$ cat src/rtl/elevator_car.sv
// Single elevator car: one request at a time,
// steps one floor per travel interval, then opens the door.
module elevator_car #(
  parameter int FLOORS      = 12,
  parameter int MOVE_CYCLES = 4,
  parameter int DOOR_CYCLES = 3
) (
  input  logic       clk,
  input  logic       rst_n,
  input  logic       req_valid,
  input  logic [3:0] req_floor,
  output logic       req_ready,
  output logic       req_err,
  output logic [3:0] current_floor,
  output logic       moving_up,
  output logic       moving_down,
  output logic       door_open,
  output logic       arrived
);

  localparam int MW =
    (MOVE_CYCLES > 1) ? $clog2(MOVE_CYCLES) : 1;
  localparam int DW =
    (DOOR_CYCLES > 1) ? $clog2(DOOR_CYCLES) : 1;
  localparam logic [MW-1:0] MOVE_LAST =
    MW'(MOVE_CYCLES - 1);
  localparam logic [DW-1:0] DOOR_LAST =
    DW'(DOOR_CYCLES - 1);
  localparam logic [4:0] FLOOR_LIM = 5'(FLOORS);

  typedef enum logic [1:0] {
    IDLE,
    MOVE,
    DOOR
  } state_t;

  state_t          r_state;
  logic [3:0]      r_floor;
  logic [3:0]      r_target;
  logic [MW-1:0]   r_move_cnt;
  logic [DW-1:0]   r_door_cnt;
  logic            r_err;
  logic            r_arrived;

  logic            w_accept;
  logic            w_in_range;
  logic            w_up;
  logic            w_down;
  logic [3:0]      w_next;

  assign w_accept   = req_valid && (r_state == IDLE);
  assign w_in_range = {1'b0, req_floor} < FLOOR_LIM;
  assign w_up       = r_target > r_floor;
  assign w_down     = r_target < r_floor;
  assign w_next     = w_up ? (r_floor + 4'd1)
                           : (r_floor - 4'd1);

  assign req_ready     = (r_state == IDLE);
  assign door_open     = (r_state == DOOR);
  assign moving_up     = (r_state == MOVE) && w_up;
  assign moving_down   = (r_state == MOVE) && w_down;
  assign current_floor = r_floor;
  assign req_err       = r_err;
  assign arrived       = r_arrived;

  // Car state machine: accept, travel, door dwell.
  always_ff @(posedge clk or negedge rst_n) begin
    if (!rst_n) begin
      r_state    <= IDLE;
      r_floor    <= 4'd0;
      r_target   <= 4'd0;
      r_move_cnt <= '0;
      r_door_cnt <= '0;
      r_err      <= 1'b0;
      r_arrived  <= 1'b0;
    end else begin
      r_err     <= 1'b0;
      r_arrived <= 1'b0;
      unique case (r_state)
        IDLE: begin
          if (w_accept) begin
            if (!w_in_range) begin
              r_err <= 1'b1;
            end else if (req_floor == r_floor) begin
              r_state    <= DOOR;
              r_arrived  <= 1'b1;
              r_door_cnt <= '0;
            end else begin
              r_target   <= req_floor;
              r_state    <= MOVE;
              r_move_cnt <= '0;
            end
          end
        end
        MOVE: begin
          if (r_move_cnt == MOVE_LAST) begin
            r_move_cnt <= '0;
            r_floor    <= w_next;
            if (w_next == r_target) begin
              r_state    <= DOOR;
              r_arrived  <= 1'b1;
              r_door_cnt <= '0;
            end
          end else begin
            r_move_cnt <= r_move_cnt + 1'b1;
          end
        end
        DOOR: begin
          if (r_door_cnt == DOOR_LAST) begin
            r_state <= IDLE;
          end else begin
            r_door_cnt <= r_door_cnt + 1'b1;
          end
        end
        default: r_state <= IDLE;
      endcase
    end
  end

endmodule

$ cat config.mk
export PLATFORM = sky130hd
export DESIGN_NAME = elevator_car
export DESIGN_NICKNAME = d
export VERILOG_FILES = /design/src/rtl/elevator_car.sv
export SDC_FILE = /design/constraint.sdc
export NUM_CORES = 1
export LEC_CHECK = 0
export BUFFER_PORTS_ARGS = -buffer_cell sky130_fd_sc_hd__buf_4
export CAP_MARGIN = 25
export CORE_MARGIN = 5
export CORE_UTILIZATION = 30
export CTS_CLUSTER_DIAMETER = 60
export DETAILED_ROUTE_END_ITERATION = 6
export PLACE_DENSITY_LB_ADDON = 0.12
export SLEW_MARGIN = 20
export SYNTH_ARGS = -nofsm -noshare
export SYNTH_HDL_FRONTEND = slang
export SYNTH_SLANG_ARGS = --single-unit
export TNS_END_PERCENT = 100
$ cat constraint.sdc
create_clock -name clk -period 8.2 [get_ports clk]
set_input_delay 1.64 -clock clk [delete_from_list [all_inputs] [get_ports clk]]
set_output_delay 1.64 -clock clk [all_outputs]
set_load 0.1 [all_outputs]
==> results of run 1 <==
through the flow:
step / cell area (µm²) / worst slack (ns) / std cells / util, % / hold WS [ns]
finish: 1200 / 4.61 / 160 / 38.7 / 0.481
global route: 1200 / 4.47 / 160 / 38.7 / 0.522
CTS: 1200 / 4.57 / 160 / 38.7 / 0.487
detailed placement: 1160 / 4.92 / 156 / 37.5 / 0.473
global placement: 1160 / 4.91 / 156 / 37.5 / 0.465
floorplan: 993 / 3.43 / 97 / - / 0.451
per-layer routing:
metal | wire length, µm | GRT usage (%)
met1 | 1010 | 15.4
met2 | 945 | 15.9
met3 | 93 | 2.33
met4 | 19 | 4.56
met5 | 0 | 0
final timing paths:
| path | from | slack, ns | cells after the start | endpoint |
|---|---|---|---|---|
| min in group asynchronous | rst_n | 1.19 | 1 | r_move_cnt[1] |
| worst max-delay path | current_floor[1] | 4.61 | 8 | moving_up |
| max in group asynchronous | rst_n | 6.82 | 1 | r_target[0] |
| worst max register to register | current_floor[1] | 5.11 | 13 | r_door_cnt[1] |
| worst min register to register | r_door_cnt[0] | 0.48 | 1 | r_door_cnt[0] |
| worst min-delay path | r_door_cnt[0] | 0.48 | 1 | r_door_cnt[0] |
flip-flops by register name (all words and copies together), names as in the netlist:
signal	count
arrived	1
r_door_cnt	2
req_err	1
r_move_cnt	2
r_target	4
current_floor	4
r_state	2
cell families (layout without fill, tap and decap cells):
logic type	Yosys count	after routing	synth area share, %
flops	16	16	40.3
mux	5	5	5.54
compound gates	17	17	12.7
simple gates	29	29	14.6
xor+xnor	10	10	10.3
fa+ha+maj	9	9	12.1
buf+inv	11	30	4.41
synthesized netlist by cell type, drive strengths merged:
cell type / number
fa: 1
nor3: 3
a221o: 1
o31ai: 1
a211oi: 1
xor3: 1
mux2: 4
xnor2: 4
a41oi: 2
nand4: 1
a2111o: 1
dfrtp: 16
a31o: 1
mux2i: 1
o211ai: 1
nor4: 2
a21o: 1
nor2: 8
o21ai: 3
clkbuf: 1
a22o: 1
nor2b: 2
inv: 10
xor2: 5
ha: 8
nand2b: 1
nand2: 12
a21oi: 4
area by class of cell:
class | count | share of cell area [%]
multi-input combinational | 70 | 45.7
sequential | 16 | 33.3
timing repair buffer | 16 | 10.0
tap | 44 | 4.58
inverter | 10 | 3.33
clock buffer | 4 | 3.02
cell usage in the layout (no fill, tap or decap), types with 4 or more instances in the layout:
cell type / n
ha_1: 8
mux2_2: 4
dfrtp_1: 16
xor2_1: 5
inv_1: 9
nand2_1: 10
nor2_1: 8
a21oi_1: 4
xnor2_1: 4
buf_4: 16
==> flow_metrics.py, run 1 <==
metrics = {
    "outcome": {
        "outcome": "finished clean",
    },
    "critical_path": {
        "worst-path-max-fanout": 5,
        "crit_type": "register to output port",
        "worst-path-buf-inv": 2,
        "cp_slowest_cell": "dfrtp_1",
        "slowest_delay_ns": 0.45,
        "end_kind": "output port",
        "worstPathCellList": "inv_1 -> ha_1 -> nor2b_4 -> o211ai_2 -> nand2_2 -> nand2_4 -> nor2_1 -> buf_4",
        "worstPathRequired_ns": 6.56,
        "critical_path_arrival_ns": 1.95,
        "cp-start-kind": "register",
        "crit_family": "flip-flops",
    },
    "drt": {
        "drt-initial-drc-count": 32,
        "routed_wl_um": 2070,
        "vias": 738,
        "drc": 0,
        "vias_per_cell": 4.61,
        "ant_nets": 0,
        "avgRoutedWirePerCell_um": 12.9,
        "dr.pass1.iters": 4,
    },
    "finish": {
        "drive_gt1_share_pct": 25.9,
        "seq_area_um2": 400,
        "finalNetCount": 133,
        "area.growth.synth_to_final_pct": 20.9,
        "antenna_cells": 0,
        "nFillCells": 336,
        "multi_input_area_um2": 549,
    },
    "global_route": {
        "grt_max_degree": 17,
        "grt_pass1_wl_um": 3670,
        "grt_pass1_vias": 761,
        "antenna_found_initial": 0,
        "gr-total-overflow": 0,
        "grt_usage_pct": 10.9,
    },
    "timing": {
        "slew-limit-headroom_pct": 70.2,
        "worstMarginPinSlew_ns": 0.443,
        "hold_viol": 0,
        "setup_viol": 0,
        "rsz0062_at_grt": "false",
        "tns_ns": 0,
        "report.final.slew_viol_count": 0,
        "fin_crit_ns": 3.59,
        "skew_ns": 0.00942,
        "fmax_ghz": 0.279,
        "fin_crit_sh_pct": 43.8,
    },
    "cts": {
        "cts_hold_buf": 0,
        "clk_path_buf_depth": 2,
        "path_clk_slew_ns": 0.10,
        "insertion_delay_ns": 0.29,
        "cts_tree": "built",
        "clock_sinks": 16,
        "postCtsSetupRepairBufs": 0,
        "cts.htree.levels": 1,
        "cts-root-buf": "clkbuf_4",
        "cts-buffers-inserted": 3,
        "ctsResizeCount": 0,
    },
    "placed_design": {
        "hpwl_um": 1690,
        "gp_congestion": 0.735,
        "io_buffers": 16,
    },
    "floorplanning": {
        "rows": 20,
        "dieArea_um2": 4560,
        "start_util_pct": 32.0,
        "die_y_um": 67.5,
        "io-pin-count": 17,
        "core_um2": 3100,
        "die_w_um": 67.5,
    },
    "synthesis": {
        "yosysTopAreaCell": "dfrtp_1",
        "yosysTopAreaCellShare_pct": 40.3,
        "synth_cells": 97,
        "synth_seq_area_share_pct": 40.3,
        "synth_nets": 113,
        "synthDistinctLibCells": 32,
        "syn-cell-area_um2": 993,
        "yosys-top-cells-area": "dfrtp_1, ha_1, mux2_2, xor2_1, nand2_1",
        "ys_ff_latch": 16,
        "syn_area_per_cell_um2": 10.2,
        "yosysWarnings": 0,
    },
    "hold_path": {
        "hp-class": "register to register",
    },
    "run": {
        "maxCapViolCount": 0,
    },
}
Power of run 1 is left out: the tool's default activity adds up to more than one toggle a clock period on the data nets, which glitch-free logic cannot reach.
==> inputs of run 2 (changes only) <==
Clock period 8.2 ns to 3.3 ns, I/O delays scaled along.
==> flow_metrics.py, run 2 (same netlist as run 1, synthesis figures left out) <==
metrics = {
    "placed_design": {
        "gp_congestion": 0.840,
        "hpwl_um": 1630,
        "io_buffers": 16,
    },
    "global_route": {
        "grt_pass1_vias": 747,
        "grt_pass1_wl_um": 3550,
        "grt_max_degree": 17,
        "antenna_found_initial": 0,
        "grt_usage_pct": 10.5,
        "gr-total-overflow": 0,
    },
    "critical_path": {
        "end_kind": "register",
        "cp-start-kind": "register",
        "worst-path-max-fanout": 5,
        "crit_type": "register to register",
        "worstPathRequired_ns": 3.47,
        "critical_path_arrival_ns": 3.12,
    },
    "cts": {
        "cts-buffers-inserted": 3,
        "insertion_delay_ns": 0.28,
        "postCtsSetupRepairBufs": 0,
        "clock_sinks": 16,
        "path_clk_slew_ns": 0.10,
        "cts_hold_buf": 0,
        "ctsResizeCount": 0,
        "cts-root-buf": "clkbuf_4",
        "cts_tree": "built",
        "clk_path_buf_depth": 2,
        "cts.htree.levels": 1,
    },
    "drt": {
        "vias_per_cell": 4.62,
        "vias": 735,
        "drc": 0,
        "routed_wl_um": 2050,
        "ant_nets": 0,
        "avgRoutedWirePerCell_um": 12.9,
        "drt-initial-drc-count": 49,
        "dr.pass1.iters": 4,
    },
    "timing": {
        "setup_viol": 0,
        "fin_crit_ns": 2.95,
        "rsz0062_at_grt": "false",
        "tns_ns": 0,
        "skew_ns": 0.0110,
        "worstMarginPinSlew_ns": 0.487,
        "fmax_ghz": 0.339,
        "hold_viol": 0,
        "fin_crit_sh_pct": 89.4,
        "report.final.slew_viol_count": 0,
        "slew-limit-headroom_pct": 67.2,
    },
    "finish": {
        "finalNetCount": 133,
        "drive_gt1_share_pct": 28.7,
        "antenna_cells": 0,
        "mostFrequentLayoutCells": "buf_4, dfrtp_1, nand2_1",
        "nFillCells": 329,
        "area.growth.synth_to_final_pct": 20.3,
        "mostFrequentLayoutCell": "buf_4",
    },
    "floorplanning": {
        "die_y_um": 67.5,
        "dieArea_um2": 4560,
        "io-pin-count": 17,
        "die_w_um": 67.5,
        "rows": 20,
        "start_util_pct": 32.0,
        "core_um2": 3100,
    },
    "outcome": {
        "outcome": "finished clean",
    },
    "hold_path": {
        "hp-class": "primary input to async pin",
    },
    "run": {
        "maxCapViolCount": 0,
    },
}
run 2: layout make-up:
| type | count | area (µm²) | share of cell area (%) |
|---|---|---|---|
| multi-input cells | 70 | 554 | 46.4 |
| flip-flops and latches | 16 | 403 | 33.7 |
| repair buffers | 16 | 120 | 10.1 |
| well taps | 44 | 55.1 | 4.61 |
| inverters | 10 | 40.0 | 3.35 |
| clock buffers | 3 | 22.5 | 1.88 |
run 2: routing by layer:
layer / GRT usage (%) / vias to the layer above / routed length [µm]
li1: - / 374 / -
met1: 14.8 / 345 / 1000
met2: 15.8 / 14 / 899
met3: 3.49 / 2 / 130
met4: 1.52 / 0 / 15
met5: 0 / - / 0
run 2: path summary, 6_finish.rpt:
check / slack, ns / to / depth (start not counted) / from
worst max-delay path: 0.35 / r_door_cnt[1] / 13 / current_floor[1]
max in group asynchronous: 2.87 / current_floor[1] / 1 / rst_n
min in group clk: 0.49 / r_door_cnt[0] / 1 / r_door_cnt[0]
worst min register to register: 0.49 / r_door_cnt[0] / 1 / r_door_cnt[0]
worst min-delay path: 0.21 / r_target[3] / 1 / rst_n
worst max register to register: 0.35 / r_door_cnt[1] / 13 / current_floor[1]
run 2: worst max-delay path, cell delays in order, from the launching register on:
cell and delay [ns]:
dfrtp_2 0.41, inv_1 0.08, ha_1 0.31, nor2b_4 0.13, o211ai_2 0.14, nand2_2 0.10, nand2_4 0.10, inv_4 0.05
fa_1 0.38, xor2_1 0.19, xnor2_1 0.15, nor4_1 0.40, a21oi_1 0.16, a31o_2 0.26
run 2: stage by stage:
| step | std cells | setup slack [ns] | utilization, % | cell area [µm²] | hold slack, ns |
|---|---|---|---|---|---|
| 6_report | 159 | 0.348 | 38.5 | 1190 | 0.213 |
| 3_3_place_gp | 156 | 0.311 | 37.8 | 1170 | 0.467 |
| 5_1_grt | 159 | 0.0957 | 38.5 | 1190 | 0.228 |
| 4_1_cts | 159 | 0.309 | 38.5 | 1190 | 0.221 |
| 2_1_floorplan | 97 | 0.0612 | - | 1000 | 0.364 |
| 3_5_place_dp | 156 | 0.351 | 37.8 | 1170 | 0.489 |
Power of run 2 is left out for the same reason.
==> inputs of run 3 (changes only) <==
==> constraint.sdc (replaced) <==
create_clock -name clk -period 2.6 [get_ports clk]
set_input_delay 0.26 -clock clk [delete_from_list [all_inputs] [get_ports clk]]
set_output_delay 0.26 -clock clk [all_outputs]
set_load 0.1 [all_outputs]
==> flow_metrics.py, run 3 (same netlist as run 1, synthesis figures left out) <==
metrics = {
    "hold_path": {
        "hold_path_startpoint": "req_floor[1]",
        "hp-class": "primary input to register",
    },
    "timing": {
        "skew_ns": 0.00699,
        "fmax_ghz": 0.360,
        "hold_viol": 0,
        "report.final.slew_viol_count": 0,
        "slew-limit-headroom_pct": 51.6,
        "fin_crit_ns": 2.78,
        "fin_crit_sh_pct": 107,
        "rsz0062_at_grt": "true",
        "worst_slack_ns": -0.175,
        "worstMarginPinSlew_ns": 0.719,
        "setup_viol": 5,
    },
    "global_route": {
        "grt_pass1_wl_um": 3880,
        "antenna_found_initial": 0,
        "grt_pass1_vias": 865,
        "grt_max_degree": 17,
        "gr-total-overflow": 0,
        "grt_usage_pct": 11.5,
    },
    "drt": {
        "vias_per_cell": 4.55,
        "dr.pass1.iters": 6,
        "vias": 824,
        "drc": 0,
        "ant_nets": 0,
        "avgRoutedWirePerCell_um": 12.8,
        "routed_wl_um": 2310,
        "drt-initial-drc-count": 22,
    },
    "placed_design": {
        "place_ws_ns": -0.197,
        "hpwl_um": 1800,
        "gp_congestion": 0.751,
        "io_buffers": 16,
    },
    "cts": {
        "insertion_delay_ns": 0.28,
        "clock_sinks": 16,
        "clk_path_buf_depth": 2,
        "path_clk_slew_ns": 0.08,
        "cts_tree": "built",
        "cts-buffers-inserted": 3,
        "cts.htree.levels": 1,
        "cts-root-buf": "clkbuf_4",
    },
    "critical_path": {
        "cp-start-kind": "register",
        "worst-path-max-fanout": 4,
        "worstPathRequired_ns": 2.81,
        "critPathLaunch": "current_floor[1]",
        "critical_path_arrival_ns": 2.98,
        "end_kind": "register",
        "crit_type": "register to register",
        "reg2reg_from": "current_floor[1]",
    },
    "floorplanning": {
        "start_util_pct": 32.0,
        "die_w_um": 67.5,
        "die_y_um": 67.5,
        "core_um2": 3100,
        "io-pin-count": 17,
        "dieArea_um2": 4560,
        "rows": 20,
    },
    "run": {
        "maxCapViolCount": 0,
    },
    "finish": {
        "antenna_cells": 0,
        "mostFrequentLayoutCells": "buf_4, dfrtp_1, nand2_1",
        "finalNetCount": 155,
        "drive_gt1_share_pct": 52.6,
        "mostFrequentLayoutCell": "buf_4",
        "area.growth.synth_to_final_pct": 50.3,
    },
    "outcome": {
        "outcome": "finished with violations",
        "violations": "negative setup slack",
    },
}
-- run 3: layout make-up --
class,instances,area (µm²)
Timing Repair Buffer,38,299
Fill cell,311,1610
Inverter,10,45.0
Sequential cell,16,410
Multi-Input combinational cell,70,661
Clock buffer,3,22.5
Tap cell,44,55.1
-- run 3: layer usage --
metal | vias to the layer above | share of wire (%) | GRT usage (%)
met5 | - | 0 | 0
met4 | 0 | 0.43 | 1.52
met1 | 387 | 47 | 14.9
met2 | 17 | 47 | 19.0
li1 | 418 | - | -
met3 | 2 | 4.9 | 3.66
-- run 3: critical path, cell delays in order (launching register included) --
cell and delay, ns:
dfrtp_4 0.49, inv_4 0.07, ha_4 0.19, nor2b_4 0.12, o211ai_2 0.14, nand2_2 0.09, nand2_4 0.10, ha_4 0.20
a21o_1 0.19, a21oi_2 0.19, xnor2_2 0.14, xor3_2 0.31, a221o_1 0.33, mux2i_1 0.14
-- run 3: stage by stage --
stage / util [%] / hold WS [ns] / cell area, µm² / TNS (ns) / cells
after global placement: 42.5 / 0.139 / 1320 / -0.397 / 170
final: 48.1 / 0.226 / 1490 / -0.617 / 181
after floorplan: - / -0.0356 / 1050 / -1.47 / 97
after detailed placement: 42.5 / 0.136 / 1320 / -0.563 / 170
after global routing: 48.1 / 0.219 / 1490 / -1.40 / 181
after CTS: 46.0 / 0.212 / 1430 / -0.609 / 178
-- run 3: timing repair --
action,CTS,global route
gates resized for setup,8,8
hold endpoints to repair,16,0
pin swaps,3,6
hold buffers,1,0
buffers inserted,4,5
setup endpoints to repair,4,6
-- run 3: worst paths after layout --
kind | depth (start not counted) | slack, ns | to
worst max register to register | 13 | -0.18 | r_door_cnt[0]
max in group asynchronous | 2 | 2.02 | current_floor[1]
min in group asynchronous | 2 | 0.36 | r_move_cnt[0]
worst min-delay path | 2 | 0.23 | r_target[1]
worst min register to register | 1 | 0.48 | r_door_cnt[0]
worst max-delay path | 13 | -0.18 | r_door_cnt[0]
Power of run 3 is left out for the same reason.
